<file path="config.mk">
export PLATFORM = sky130hd
export DESIGN_NAME = jg3_event_monitor
export DESIGN_NICKNAME = d
export VERILOG_FILES = /design/src/rtl/jg3_mon_pkg.sv /design/src/rtl/jg3_sync_edge.sv /design/src/rtl/jg3_event_monitor.sv
export SDC_FILE = /design/constraint.sdc
export NUM_CORES = 1
export LEC_CHECK = 0
export ABC_AREA = 1
export ABC_CLOCK_PERIOD_IN_PS = 1330
export BUFFER_PORTS_ARGS = -buffer_cell sky130_fd_sc_hd__buf_4
export CAP_MARGIN = 20
export CORE_MARGIN = 2
export CORE_UTILIZATION = 50
export DETAILED_ROUTE_END_ITERATION = 16
export PLACE_DENSITY_LB_ADDON = 0.3
export SETUP_SLACK_MARGIN = 0.02
export SLEW_MARGIN = 20
export SYNTH_ARGS = -nofsm -noshare
export SYNTH_HDL_FRONTEND = slang
export SYNTH_SLANG_ARGS = --single-unit
</file>
<file path="constraint.sdc">
create_clock -name clk -period 1.33 [get_ports clk]
set_input_delay 0.266 -clock clk [delete_from_list [all_inputs] [get_ports clk]]
set_output_delay 0.266 -clock clk [all_outputs]
set_load 0.02 [all_outputs]
</file>
<file path="src/rtl/jg3_mon_pkg.sv">
// Shared types and constants for the jg3 event monitor.
// Holds the hold/alarm FSM state type and the width of the internal hold counter.
package jg3_mon_pkg;

    // Width of the internal consecutive-high counter used by the hold FSM
    localparam int HOLD_CNT_W = 8;

    // Hold/alarm FSM states; encoding 2'd3 is unused and recovers to ST_IDLE
    typedef enum logic [1:0] {
        ST_IDLE  = 2'd0,
        ST_HOLD  = 2'd1,
        ST_ALARM = 2'd2
    } hold_state_t;

endpackage

</file>
<file path="src/rtl/jg3_sync_edge.sv">
// Multi-flop synchroniser with rising-edge detection.
// q_sync is the last synchroniser flop. rise is high for one cycle when q_sync
// goes from 0 to 1, compared against q_sync from the previous cycle.
module jg3_sync_edge #(
    parameter int SYNC_STAGES = 2
) (
    input  logic clk,
    input  logic rst,
    input  logic d,
    output logic q_sync,
    output logic rise
);

    logic [SYNC_STAGES-1:0] sync_q;
    logic                   prev_q;

    // Shift the raw input through the synchroniser chain and remember the last synced value
    always_ff @(posedge clk) begin
        if (rst) begin
            sync_q <= '0;
            prev_q <= 1'b0;
        end else begin
            sync_q <= {sync_q[SYNC_STAGES-2:0], d};
            prev_q <= sync_q[SYNC_STAGES-1];
        end
    end

    assign q_sync = sync_q[SYNC_STAGES-1];
    assign rise   = q_sync & ~prev_q;

endmodule

</file>
<file path="src/rtl/jg3_event_monitor.sv">
// Event monitor for the X/Y outputs of the 3-bit decoder.
// Synchronises X and Y, counts their rising edges in saturating counters, and
// raises x_alarm once synced X has been high for HOLD_CYCLES consecutive cycles.
// Optional feature macro: JG3_MON_COMBO_EN adds combo_count, a saturating count
// of cycles in which synced X and Y are both high.
module jg3_event_monitor
    import jg3_mon_pkg::*;
#(
    parameter int CNT_W       = 8,
    parameter int HOLD_CYCLES = 4,
    parameter int SYNC_STAGES = 2
) (
    input  logic             clk,
    input  logic             rst,
    input  logic             x_in,
    input  logic             y_in,
    input  logic             clr,
    output logic [CNT_W-1:0] x_count,
    output logic [CNT_W-1:0] y_count,
    output logic             x_alarm,
    output logic [1:0]       hold_state
`ifdef JG3_MON_COMBO_EN
    ,
    output logic [CNT_W-1:0] combo_count
`endif
);

    localparam logic [CNT_W-1:0]      CNT_MAX   = '1;
    localparam logic [HOLD_CNT_W-1:0] HOLD_LAST = HOLD_CNT_W'(HOLD_CYCLES - 1);
    localparam logic [HOLD_CNT_W-1:0] HOLD_ONE  = HOLD_CNT_W'(1);

    logic x_sync, x_rise;
    logic y_sync, y_rise;

    logic [CNT_W-1:0]      x_cnt_q, x_cnt_d;
    logic [CNT_W-1:0]      y_cnt_q, y_cnt_d;
    hold_state_t           state_q, state_d;
    logic [HOLD_CNT_W-1:0] hold_cnt_q, hold_cnt_d;
    logic                  x_alarm_q;

    jg3_sync_edge #(.SYNC_STAGES(SYNC_STAGES)) u_sync_x (
        .clk    (clk),
        .rst    (rst),
        .d      (x_in),
        .q_sync (x_sync),
        .rise   (x_rise)
    );

    jg3_sync_edge #(.SYNC_STAGES(SYNC_STAGES)) u_sync_y (
        .clk    (clk),
        .rst    (rst),
        .d      (y_in),
        .q_sync (y_sync),
        .rise   (y_rise)
    );

    // Edge counters: clear wins over a same-cycle rise, and counting stops at all-ones
    always_comb begin
        x_cnt_d = x_cnt_q;
        y_cnt_d = y_cnt_q;
        if (clr) begin
            x_cnt_d = '0;
            y_cnt_d = '0;
        end else begin
            if (x_rise && (x_cnt_q != CNT_MAX)) begin
                x_cnt_d = x_cnt_q + 1'b1;
            end
            if (y_rise && (y_cnt_q != CNT_MAX)) begin
                y_cnt_d = y_cnt_q + 1'b1;
            end
        end
    end

    // Hold FSM next state: track how long synced X has stayed high
    always_comb begin
        state_d    = state_q;
        hold_cnt_d = hold_cnt_q;
        case (state_q)
            ST_IDLE: begin
                if (x_sync) begin
                    state_d    = ST_HOLD;
                    hold_cnt_d = HOLD_ONE;
                end
            end
            ST_HOLD: begin
                if (!x_sync) begin
                    state_d    = ST_IDLE;
                    hold_cnt_d = '0;
                end else if (hold_cnt_q == HOLD_LAST) begin
                    state_d = ST_ALARM;
                end else begin
                    hold_cnt_d = hold_cnt_q + HOLD_ONE;
                end
            end
            ST_ALARM: begin
                if (!x_sync) begin
                    state_d    = ST_IDLE;
                    hold_cnt_d = '0;
                end
            end
            default: begin
                state_d    = ST_IDLE;
                hold_cnt_d = '0;
            end
        endcase
    end

    // Register counters, FSM state and the alarm flag (alarm follows the state being entered)
    always_ff @(posedge clk) begin
        if (rst) begin
            x_cnt_q    <= '0;
            y_cnt_q    <= '0;
            state_q    <= ST_IDLE;
            hold_cnt_q <= '0;
            x_alarm_q  <= 1'b0;
        end else begin
            x_cnt_q    <= x_cnt_d;
            y_cnt_q    <= y_cnt_d;
            state_q    <= state_d;
            hold_cnt_q <= hold_cnt_d;
            x_alarm_q  <= (state_d == ST_ALARM);
        end
    end

    assign x_count    = x_cnt_q;
    assign y_count    = y_cnt_q;
    assign x_alarm    = x_alarm_q;
    assign hold_state = state_q;

`ifdef JG3_MON_COMBO_EN
    logic [CNT_W-1:0] combo_cnt_q, combo_cnt_d;

    // Combo counter next value: count cycles with both synced inputs high, saturating
    always_comb begin
        combo_cnt_d = combo_cnt_q;
        if (clr) begin
            combo_cnt_d = '0;
        end else if (x_sync && y_sync && (combo_cnt_q != CNT_MAX)) begin
            combo_cnt_d = combo_cnt_q + 1'b1;
        end
    end

    // Register the combo counter
    always_ff @(posedge clk) begin
        if (rst) begin
            combo_cnt_q <= '0;
        end else begin
            combo_cnt_q <= combo_cnt_d;
        end
    end

    assign combo_count = combo_cnt_q;
`else
    // Synced Y level only feeds the combo counter, which is absent in this build
    logic unused_y_sync;
    assign unused_y_sync = y_sync;
`endif

endmodule

</file>
## Yosys cells after proc, flatten, opt, wreduce, memory -nomap -nowiden

Index checks and enable logic that the tools add are counted.

- Reductions and logical operators: 5
- Bitwise gates (word level): 4
- $lt $le $gt $ge: 0
- Multiply operators: 0
- $add $sub $neg: 3
- Divide/modulo/power cells: 0
- Mux-type cells: 10
- Equality and inequality tests: 9
- Shift operators: 0

Operators with widths:

| cell | number |
|---|---|
| $mux W8 | 4 |
| $add A8 B1 Y8 const B | 3 |
| $pmux W8 S3 | 1 |
| $ne A8 B8 Y1 const B | 2 |
| $eq A8 B2 Y1 const B | 1 |
| $mux W2 | 4 |
| $pmux W2 S3 | 1 |
| $eq A2 B2 Y1 const B | 2 |
| $ne A3 B3 Y1 const B | 1 |
| $reduce_and A3 Y1 | 1 |
| $and A1 B1 Y1 | 2 |
| $eq A2 B1 Y1 const B | 1 |
| $logic_and A1 B1 Y1 | 2 |
| $logic_not A2 Y1 | 1 |
| $ne A2 B1 Y1 const B | 1 |
| $ne A2 B2 Y1 const B | 1 |
| $not A1 Y1 | 2 |
| $reduce_or A2 Y1 | 1 |

- Input bits: 5
- ROM bits: 0
- Bits in writable memories: 0
- Register bits after elaboration: 33
- Memories kept: 0
- Output and inout bits: 19
- Latch bits: 0

## Longest topological paths before layout

Gate-level depths: netlist of run 1.

- Depth in word-level cells: 5
- Mapped depth: 8
- Gate-level depth less buffers: 8

## Cells and area by module

Synthesis of run 1 repeated with hierarchy kept, for this count alone.

- Cells, all modules: 225
- Area total of the unflattened synthesis: 1576.5 sq um

Modules (own cells, without submodules):

| module | cells an instance | area an instance (sq um) | instances |
|---|---|---|---|
| jg3_event_monitor | 205 | 1403.8 | 1 |
| jg3_sync_edge | 10 | 86.3 | 2 |

## Worst setup path before layout of run 1

OpenSTA, ideal clock, no wires.

- Kind: reg-to-reg
- Start: register x_cnt_q[1] (netlist: x_count[1])
- End: register x_cnt_q[5] (netlist: x_count[5])
- Path slack: -106 ps
- Data arrival time: 1304 ps
- Clock period less this slack: 1436 ps
- Cell stages (with the launch flop): 9
- Buffers on the path: 0
- Path through: dfxtp_1 ha_1 nand3_1 nor2_2 nand2_1 nand2_2 inv_2 nand2_1 a21oi_1

- Cells in the longest elaborated chain, start to end: 2
- Elaborated cells on any way between the ends: 3

RTL lines:

| item | RTL line | RTL |
|---|---|---|
| from (decl) | jg3_event_monitor.sv:35 | `logic [CNT_W-1:0] x_cnt_q, x_cnt_d;` |
| from (signal assigned) | jg3_event_monitor.sv:117 | `x_cnt_q <= x_cnt_d;` |
| branches (longest 2 deep; another with $add A8 B1 Y8) | n/a |  |

Parallel ways; which one is timed is not known.
A chain may end at the register's enable or synchronous reset.

## Final worst setup path of run 1

- Start: register x_cnt_q[2] (netlist: x_count[2])
- End: output port x_count[2]

RTL lines:

| item | RTL line | RTL |
|---|---|---|
| to (decl) | jg3_event_monitor.sv:18 | `output logic [CNT_W-1:0] x_count,` |

No word-level cell between the ends.

==> results of run 1 <==
timing repair:
action / 4_1_cts / 5_1_grt
setup buffers: 0 / 2
endpoints found under the hold margin: 0 / 0
pin swaps: 1 / 15
cloned: 0 / 2
gates resized for setup: 3 / 42
setup endpoints to repair: 9 / 22
cell usage in the layout (no fill, tap or decap), drive strengths merged:
cell type and count:
a21boi 1, a21oi 20, buf 46, clkbuf 7, clkinv 1, dfxtp 33
ha 3, inv 31, nand2 74, nand3 11, nand3b 1, nand4 4
nor2 43, nor3 3, o21ai 9, o21bai 1, or2 1, xnor2 2
xor2 7
sequential cells by signal (all words and copies together) (netlist names):
name,flops
hold_state,2
u_sync_y.sync_q,2
x_count,8
y_count,8
u_sync_x.sync_q,2
u_sync_y.prev_q,1
hold_cnt_q,8
u_sync_x.prev_q,1
x_alarm,1
critical path: stages, from the launching register on:
cell                      delay [ns]
sky130_fd_sc_hd__dfxtp_2        0.39
sky130_fd_sc_hd__buf_4          0.15
sky130_fd_sc_hd__buf_4          0.14
cells in the mapped netlist, types with 2 or more instances:
cell type and number:
sky130_fd_sc_hd__ha_1 3, sky130_fd_sc_hd__inv_1 28, sky130_fd_sc_hd__nor3_1 3, sky130_fd_sc_hd__inv_2 3, sky130_fd_sc_hd__o21ai_0 8, sky130_fd_sc_hd__nand2_2 3
sky130_fd_sc_hd__nor2_1 38, sky130_fd_sc_hd__dfxtp_1 33, sky130_fd_sc_hd__nor2_2 4, sky130_fd_sc_hd__a21oi_2 2, sky130_fd_sc_hd__nand2_1 67, sky130_fd_sc_hd__nand4_1 4
sky130_fd_sc_hd__xnor2_1 2, sky130_fd_sc_hd__nand3_1 10, sky130_fd_sc_hd__a21oi_1 18, sky130_fd_sc_hd__nand2_4 2, sky130_fd_sc_hd__xor2_1 7
power by group through the flow:
stage / clock [mW] / combinational, mW / sequential (mW)
floorplan: 0 / 0.0819 / 1.04
global placement: 0 / 0.138 / 1.04
detailed placement: 0 / 0.140 / 1.04
CTS: 0.560 / 0.142 / 1.02
global route: 0.595 / 0.176 / 1.02
finish: 0.537 / 0.158 / 1.02
how the worst max path moves through the flow:
stage | to | slack (ns) | cells after the start
after floorplan | x_count[5] | 0.02 | 8
after global placement | x_count[7] | 0.04 | 8
after detailed placement | x_count[5] | -0.003 | 8
after CTS | x_count[6] | 0.02 | 8
after global routing | y_count[1] | -0.004 | 7
final | x_count[2] | 0.05 | 2
metrics by stage:
| stage | hold slack [ns] | area, um^2 | setup slack (ns) |
|---|---|---|---|
| 2_1_floorplan | 0.345 | 1690 | 0.0234 |
| 3_3_place_gp | 0.390 | 2060 | 0.0400 |
| 3_5_place_dp | 0.398 | 2060 | -0.00346 |
| 4_1_cts | 0.117 | 2120 | 0.0196 |
| 5_1_grt | 0.139 | 2260 | -0.00417 |
| 6_report | 0.134 | 2260 | 0.0504 |
final cells by class:
cell class                      instances  area share
Clock inverter                          1     0.00221
Inverter                               31      0.0537
Multi-Input combinational cell        180       0.441
Clock buffer                            7      0.0199
Sequential cell                        33       0.304
Tap cell                               46      0.0254
Timing Repair Buffer                   46       0.154
logic make-up after synthesis:
group | Yosys count
buf+inv | 34
simple gates | 135
compound gates | 31
xor+xnor | 9
flops | 33
fa+ha+maj | 3
routing by layer:
metal,part of all wire,vias up
met3,0.043,12
met5,0,-
met4,0.033,0
met1,0.42,782
met2,0.50,39
li1,-,879
==> results by group, run 1 <==
Logic synthesis
  • Leading area contributor after synthesis: sky130_fd_sc_hd__dfxtp_1
  • Synthesized-area fraction occupied by ao, oa, aoi and oai cells: 0.102
  • Post-synthesis adder-cell area fraction: 0.0224
  • Area fraction of the dominant cell type after synthesis: 0.395
  • Combinational family with the most area after synthesis: simple AND/OR/NAND/NOR gates
  • Async S/R FF share, synth: 0
  • Post-synth design cell area: 1670 um^2
  • Mean Syn Cell Area: 6.83 um^2
  • Synthesized net count: 253
  • Cell types with the largest area share after synthesis: sky130_fd_sc_hd__dfxtp_1 39%, sky130_fd_sc_hd__nand2_1 15%, sky130_fd_sc_hd__nor2_1 8.5%
  • Mux contribution to synthesized area: 0
  • Sequential share of the synthesized area: 0.395
  • Simple-Gate Fraction of Synth Area: 0.355
  • Yosys warnings: 0
  • Count of state elements after synthesis: 33
  • Share of the synthesized netlist area taken by xor and xnor gates: 0.0471
  • Number of instances in the synthesized netlist: 245
  • Leading register cell type out of synthesis: sky130_fd_sc_hd__dfxtp_1
  • EDFF count, synth: 0
  • Netlist cell types: 27

Floorplanning
  • Placeable core area: 3280 um^2
  • Area of the die: 3820 um^2
  • Die X-Extent: 61.8 um
  • Number of top-level design ports: 24
  • Floorplan die height: 61.8 um
  • Row count: 21
  • Starting density of the core: 0.509

Cells and area
  • Post-route core utilization: 0.689
  • Area taken by flip-flops and latches: 687 um^2
  • Number of antenna repair diodes: 0
  • Signed area change from the synthesized netlist to the final layout: 35.2%
  • Post-layout instance count excluding filler cells: 344
  • Fill cell count: 266
  • # nets final: 305
  • Fraction of layout instances using a drive strength above 1: 0.356
  • Multi-input combinational cell area: 997 um^2

Timing
  • Summed negative setup slack over all endpoints: 0 ns
  • Number of endpoints failing setup at the final stage: 0
  • Worst-Margin Slew: 0.387 ns
  • Final number of max-transition violations: 0
  • Max_slew headroom: 0.742
  • Number of failing hold endpoints at the final stage: 0
  • Clock Skews: 0.0179 ns
  • Portion of the clock cycle consumed by the worst path in the final layout: 0.962
  • Unrepaired setup endpoints after global routing: true
  • Max Clk Rate: 781 MHz
  • Minimum clock period: 1.28 ns

Global route
  • First-pass GRT wire length: 5610 um
  • Via count of the first global-routing pass: 1389
  • Combined global-route utilization of all metal layers: 0.202
  • GR met3 Demand/Resource: 0.0663
  • Grt met1 use: 0.223
  • GRT Max-Usage Layer: met2
  • Maximum number of pins on one net before global-route repair: 15
  • Met2 track demand over resource in global routing: 0.341
  • Overflow left after global routing: 0
  • Number of antenna violations at the first check in global routing: 0

Pwr
  • Switching power of the nets: 0.443 mW
  • Power share of the combinational group: 0.092
  • Power Dens Cells: 758 nW/um^2
  • Internal: 1.27 mW
  • Portion of total power attributed to sequential cells: 0.595
  • VDD IR max: 0.535 mV
  • Net switching share of the total power: 0.259
  • Proportion of power drawn by the clock network: 0.313
  • Total power draw: 1.72 mW
  • Static Leak: 0.976 nW

Worst setup path
  • R2R depth: 7
  • Highest net fanout along the worst path: 4
  • Reg2reg start: y_count[1]
  • FF-to-FF setup slack: 0.07 ns
  • Launching element type of the critical path: register
  • Crit path capture type: output pin
  • Start-to-end type of the worst setup path: reg2out
  • Worst setup path startpoint: x_count[2]
  • Worst reg2reg path endpoint: y_count[1]
  • Data required time of the critical path: 1.06 ns
  • Data arrival time of the worst path: 1.01 ns

Route
  • Average wire length per cell after detail routing: 11.6 um
  • Routed via count divided by cell count: 4.98
  • Total routed wirelength: 4000 um
  • Initial DRC Count: 105
  • Count of unresolved DRC violations after routing: 0
  • Number of vias after detailed routing: 1712
  • First drt pass iteration count: 4
  • Antenna Nets Post-Route: 0

Clock network
  • Clock transition at the registers of the reported paths: 0.10 ns
  • Level count of the clock H-tree: 2
  • Clock latency reported for the late side of the worst-skew pair: 0.34 ns
  • Clk sink count: 33
  • Max Root-Sink Buffers: 2
  • Total CTS buffers: 5
  • CTS tree: built
  • Cell at the root of the clock tree: sky130_fd_sc_hd__clkbuf_4
  • Number of buffers inserted by hold repair at cts: 0

Placement
  • Count of buffers from port buffering: 23
  • Placed instance count: 332
  • Global placement routability congestion: 0.851
  • Detail Placement HPWL: 2580 um

Min path
  • Hold depth: 3
  • Sink of the worst hold path: u_sync_x.sync_q[0]
  • Hold wc startpoint: x_in
  • Min-delay worst type: in2reg

Status
  • Result of the run: finished clean

Job
  • # Max-Cap Violations: 0
Power figures use the tool's default switching activity.
==> inputs of run 2 (changes only) <==
- SYNTH_HIERARCHICAL: default -> 1
==> results by group, run 2 <==
Cells and area
  • Number of antenna repair diodes: 0 (unchanged)
  • Top library cells by usage in the layout, fill and taps aside: 49 x sky130_fd_sc_hd__buf_4, 46 x sky130_fd_sc_hd__nand2_1, 30 x sky130_fd_sc_hd__inv_1
  • Post-route core utilization: 0.752 (+0.0637)
  • Most common library cell in the layout ignoring fill and taps: sky130_fd_sc_hd__buf_4
  • Final Cell Area: 2280 um^2 (+0.72%)
  • Signed area change from the synthesized netlist to the final layout: 44.5%
  • # nets final: 292 (-4.3%)
  • Fraction of layout instances using a drive strength above 1: 0.372 (+0.0162)

Min path
  • Hold wc startpoint: y_in
  • Min-delay worst type: in2reg

Global route
  • Maximum number of pins on one net before global-route repair: 18 (+3)
  • Number of antenna violations at the first check in global routing: 0 (unchanged)
  • Combined global-route utilization of all metal layers: 0.200 (-0.00153)
  • First-pass GRT wire length: 5440 um (-2.9%)
  • Overflow left after global routing: 0 (unchanged)
  • Via count of the first global-routing pass: 1372 (-1.2%)

Route
  • Initial DRC Count: 112 (+6.7%)
  • Total routed wirelength: 3750 um (-6.3%)
  • Number of vias after detailed routing: 1626 (-5.0%)
  • Average wire length per cell after detail routing: 11.4 um (-2.1%)
  • Antenna Nets Post-Route: 0 (unchanged)
  • Count of unresolved DRC violations after routing: 0 (unchanged)
  • Routed via count divided by cell count: 4.94 (-0.69%)
  • First drt pass iteration count: 4 (unchanged)

Logic synthesis
  • Cell types with the largest area share after synthesis: sky130_fd_sc_hd__dfxtp_1 42%, sky130_fd_sc_hd__nand2_1 12%, sky130_fd_sc_hd__a21oi_1 7.6%
  • Synthesized net count: 233 (-7.9%)
  • Number of instances in the synthesized netlist: 225 (-8.2%)
  • Async S/R FF share, synth: 0 (unchanged)
  • Cell with the most instances after synthesis: sky130_fd_sc_hd__nand2_1
  • Netlist cell types: 22 (-19%)
  • Most instantiated cells after synthesis: 52 x sky130_fd_sc_hd__nand2_1, 33 x sky130_fd_sc_hd__dfxtp_1, 31 x sky130_fd_sc_hd__nor2_1
  • Leading area contributor after synthesis: sky130_fd_sc_hd__dfxtp_1
  • EDFF count, synth: 0 (unchanged)
  • Area fraction of the dominant cell type after synthesis: 0.419 (+0.0241)
  • Leading register cell type out of synthesis: sky130_fd_sc_hd__dfxtp_1
  • Sequential share of the synthesized area: 0.419 (+0.0241)
  • Yosys warnings: 6 (+6)
  • Mean Syn Cell Area: 7.01 um^2 (+2.6%)
  • Post-synth design cell area: 1580 um^2 (-5.8%)
  • Count of state elements after synthesis: 33 (unchanged)

Timing
  • Number of failing hold endpoints at the final stage: 0 (unchanged)
  • Max Clk Rate: 753 MHz (-3.7%)
  • Worst-Margin Slew: 0.325 ns (-0.0615 ns)
  • Clock Skews: 0.00840 ns (-0.00953 ns)
  • Minimum clock period: 1.33 ns (+0.0491 ns)
  • Final number of max-transition violations: 0 (unchanged)
  • Max_slew headroom: 0.782 (+0.0399)
  • Unrepaired setup endpoints after global routing: true
  • Portion of the clock cycle consumed by the worst path in the final layout: 0.999 (+0.0369)
  • Worst Hold Margin: 0.114 ns (-0.0195 ns)
  • Number of endpoints failing setup at the final stage: 0 (unchanged)

Clock network
  • Level count of the clock H-tree: 2 (unchanged)
  • Total CTS buffers: 5 (unchanged)
  • Cell at the root of the clock tree: sky130_fd_sc_hd__clkbuf_4
  • Max Root-Sink Buffers: 2 (unchanged)
  • Clock latency reported for the late side of the worst-skew pair: 0.35 ns (about the same)
  • Clk sink count: 33 (unchanged)
  • CTS tree: built
  • Clock transition at the registers of the reported paths: 0.11 ns (about the same)
  • Number of buffers inserted by hold repair at cts: 0 (unchanged)

Worst setup path
  • Reg2reg start: y_count[0]
  • Launching element type of the critical path: register
  • Data arrival time of the worst path: 1.59 ns (+0.58 ns)
  • Data required time of the critical path: 1.59 ns (+0.53 ns)
  • Highest net fanout along the worst path: 8 (+4)
  • Largest stage delay on the critical path: 0.38 ns (about the same)
  • Critical-path cell list: ha_4 -> nand2_4 -> nor3_4 -> nand2_2 -> nand2_4 -> inv_6 -> a21oi_2 -> nor2_1
  • Crit-path leading delay family: simple AND/OR/NAND/NOR gates
  • Worst setup path startpoint: y_count[0]
  • Crit path capture type: register
  • Critical path buffer and inverter count: 1 (-1)
  • Worst path slowest cell: sky130_fd_sc_hd__dfxtp_4
  • Most frequent cell on the critical path: sky130_fd_sc_hd__nand2_4
  • Start-to-end type of the worst setup path: reg2reg

Placement
  • Detail Placement HPWL: 2340 um (-9.6%)
  • Count of buffers from port buffering: 23 (unchanged)
  • Global placement routability congestion: 0.836 (-1.7%)
  • Total placed instance area: 1990 um^2 (-3.3%)

Pwr
  • Internal: 1.46 mW (+15%)
  • Switching power of the nets: 0.471 mW (+6.3%)
  • Static Leak: 0.984 nW (+0.75%)
  • VDD IR max: 0.789 mV (+47%)
  • Power Dens Cells: 847 nW/um^2 (+12%)
  • Power share of the combinational group: 0.073 (-0.019)
  • Net switching share of the total power: 0.244 (-0.0142)
  • Portion of total power attributed to sequential cells: 0.524 (-0.071)
  • Proportion of power drawn by the clock network: 0.403 (+0.090)

Floorplanning
  • Die X-Extent: 60.2 um (-2.7%)
  • Number of top-level design ports: 24 (unchanged)
  • Row count: 20 (-4.8%)
  • Starting density of the core: 0.521 (+0.0113)
  • Placeable core area: 3030 um^2 (-7.8%)
  • Floorplan die height: 60.2 um (-2.7%)
  • Area of the die: 3620 um^2 (-5.4%)

Job
  • # Max-Cap Violations: 0 (unchanged)

Status
  • Result of the run: finished clean
==> run 2: changes by cell type in the layout (fill, tap and decap cells not counted), sizes merged, moves of 2 or more <==
cell,delta
nor3,-2
buf,+5
nand2,-17
a21oi,+4
clkbuf,-2
nand3,+4
inv,+2
nor2,-8
==> run 2: layout make-up <==
cell class | instances | area, um^2
multi-input combinational | 159 | 933
fill | 224 | 749
sequential | 33 | 683
timing repair buffer | 51 | 390
inverter | 34 | 133
tap | 44 | 55.1
clock inverter | 3 | 46.3
clock buffer | 5 | 37.5
==> run 2: power groups by stage <==
stage          clock, mW  sequential (mW)  combinational [mW]
3_3_place_gp           0             1.03               0.116
3_5_place_dp           0             1.03               0.118
2_1_floorplan          0             1.04              0.0587
6_report           0.777             1.01               0.141
4_1_cts            0.787             1.01               0.120
5_1_grt            0.837             1.01               0.158
==> run 2: stage by stage <==
| stage | TNS [ns] | worst slack, ns | instances | power [mW] |
|---|---|---|---|---|
| finish | 0 | 0.00126 | 329 | 1.93 |
| global route | -0.567 | -0.0888 | 329 | 2.01 |
| CTS | 0 | 0.0240 | 320 | 1.92 |
| detailed placement | -0.0173 | -0.0163 | 311 | 1.15 |
| global placement | 0 | 0.0305 | 311 | 1.15 |
| floorplan | 0 | 0.00458 | 225 | 1.10 |
==> run 2: worst min-delay path, stage by stage <==
cell	delay, ns
sky130_fd_sc_hd__buf_4	0.08
sky130_fd_sc_hd__inv_1	0.03
sky130_fd_sc_hd__nor2_1	0.06
==> run 2: final timing paths <==
| check | to | slack [ns] | cells past startpoint |
|---|---|---|---|
| max | y_count[2] | 0.001 | 8 |
| min | u_sync_y/sync_q[0] | 0.11 | 3 |
| max reg2reg | y_count[2] | 0.001 | 8 |
| min reg2reg | u_sync_x/sync_q[1] | 0.41 | 2 |
==> run 2: logic make-up (layout without fill, tap and decap cells) <==
| family | Yosys count | count (layout) | share of synthesized area |
|---|---|---|---|
| AOI/OAI and AO/OA | 34 | 34 | 0.110 |
| xor gates and xnor gates | 9 | 9 | 0.0500 |
| adders and majority gates | 3 | 3 | 0.0238 |
| buffers and inverters | 35 | 93 | 0.0849 |
| DFF | 33 | 33 | 0.419 |
| and+or+nand+nor | 111 | 113 | 0.313 |
==> run 2: repair_timing <==
action | 4_1_cts | 5_1_grt
setup buffers | 1 | 7
pin swaps | 3 | 12
hold endpoints to repair | 0 | 0
gates resized for setup | 4 | 32
gates cloned | 0 | 2
setup endpoints to repair | 10 | 24
==> run 2: routing by layer <==
metal | vias up | wire length, um | track usage
met2 | 53 | 1910 | 0.351
li1 | 837 | - | -
met5 | - | 0 | 0
met3 | 8 | 193 | 0.0541
met1 | 728 | 1590 | 0.227
met4 | 0 | 48 | 0.0825
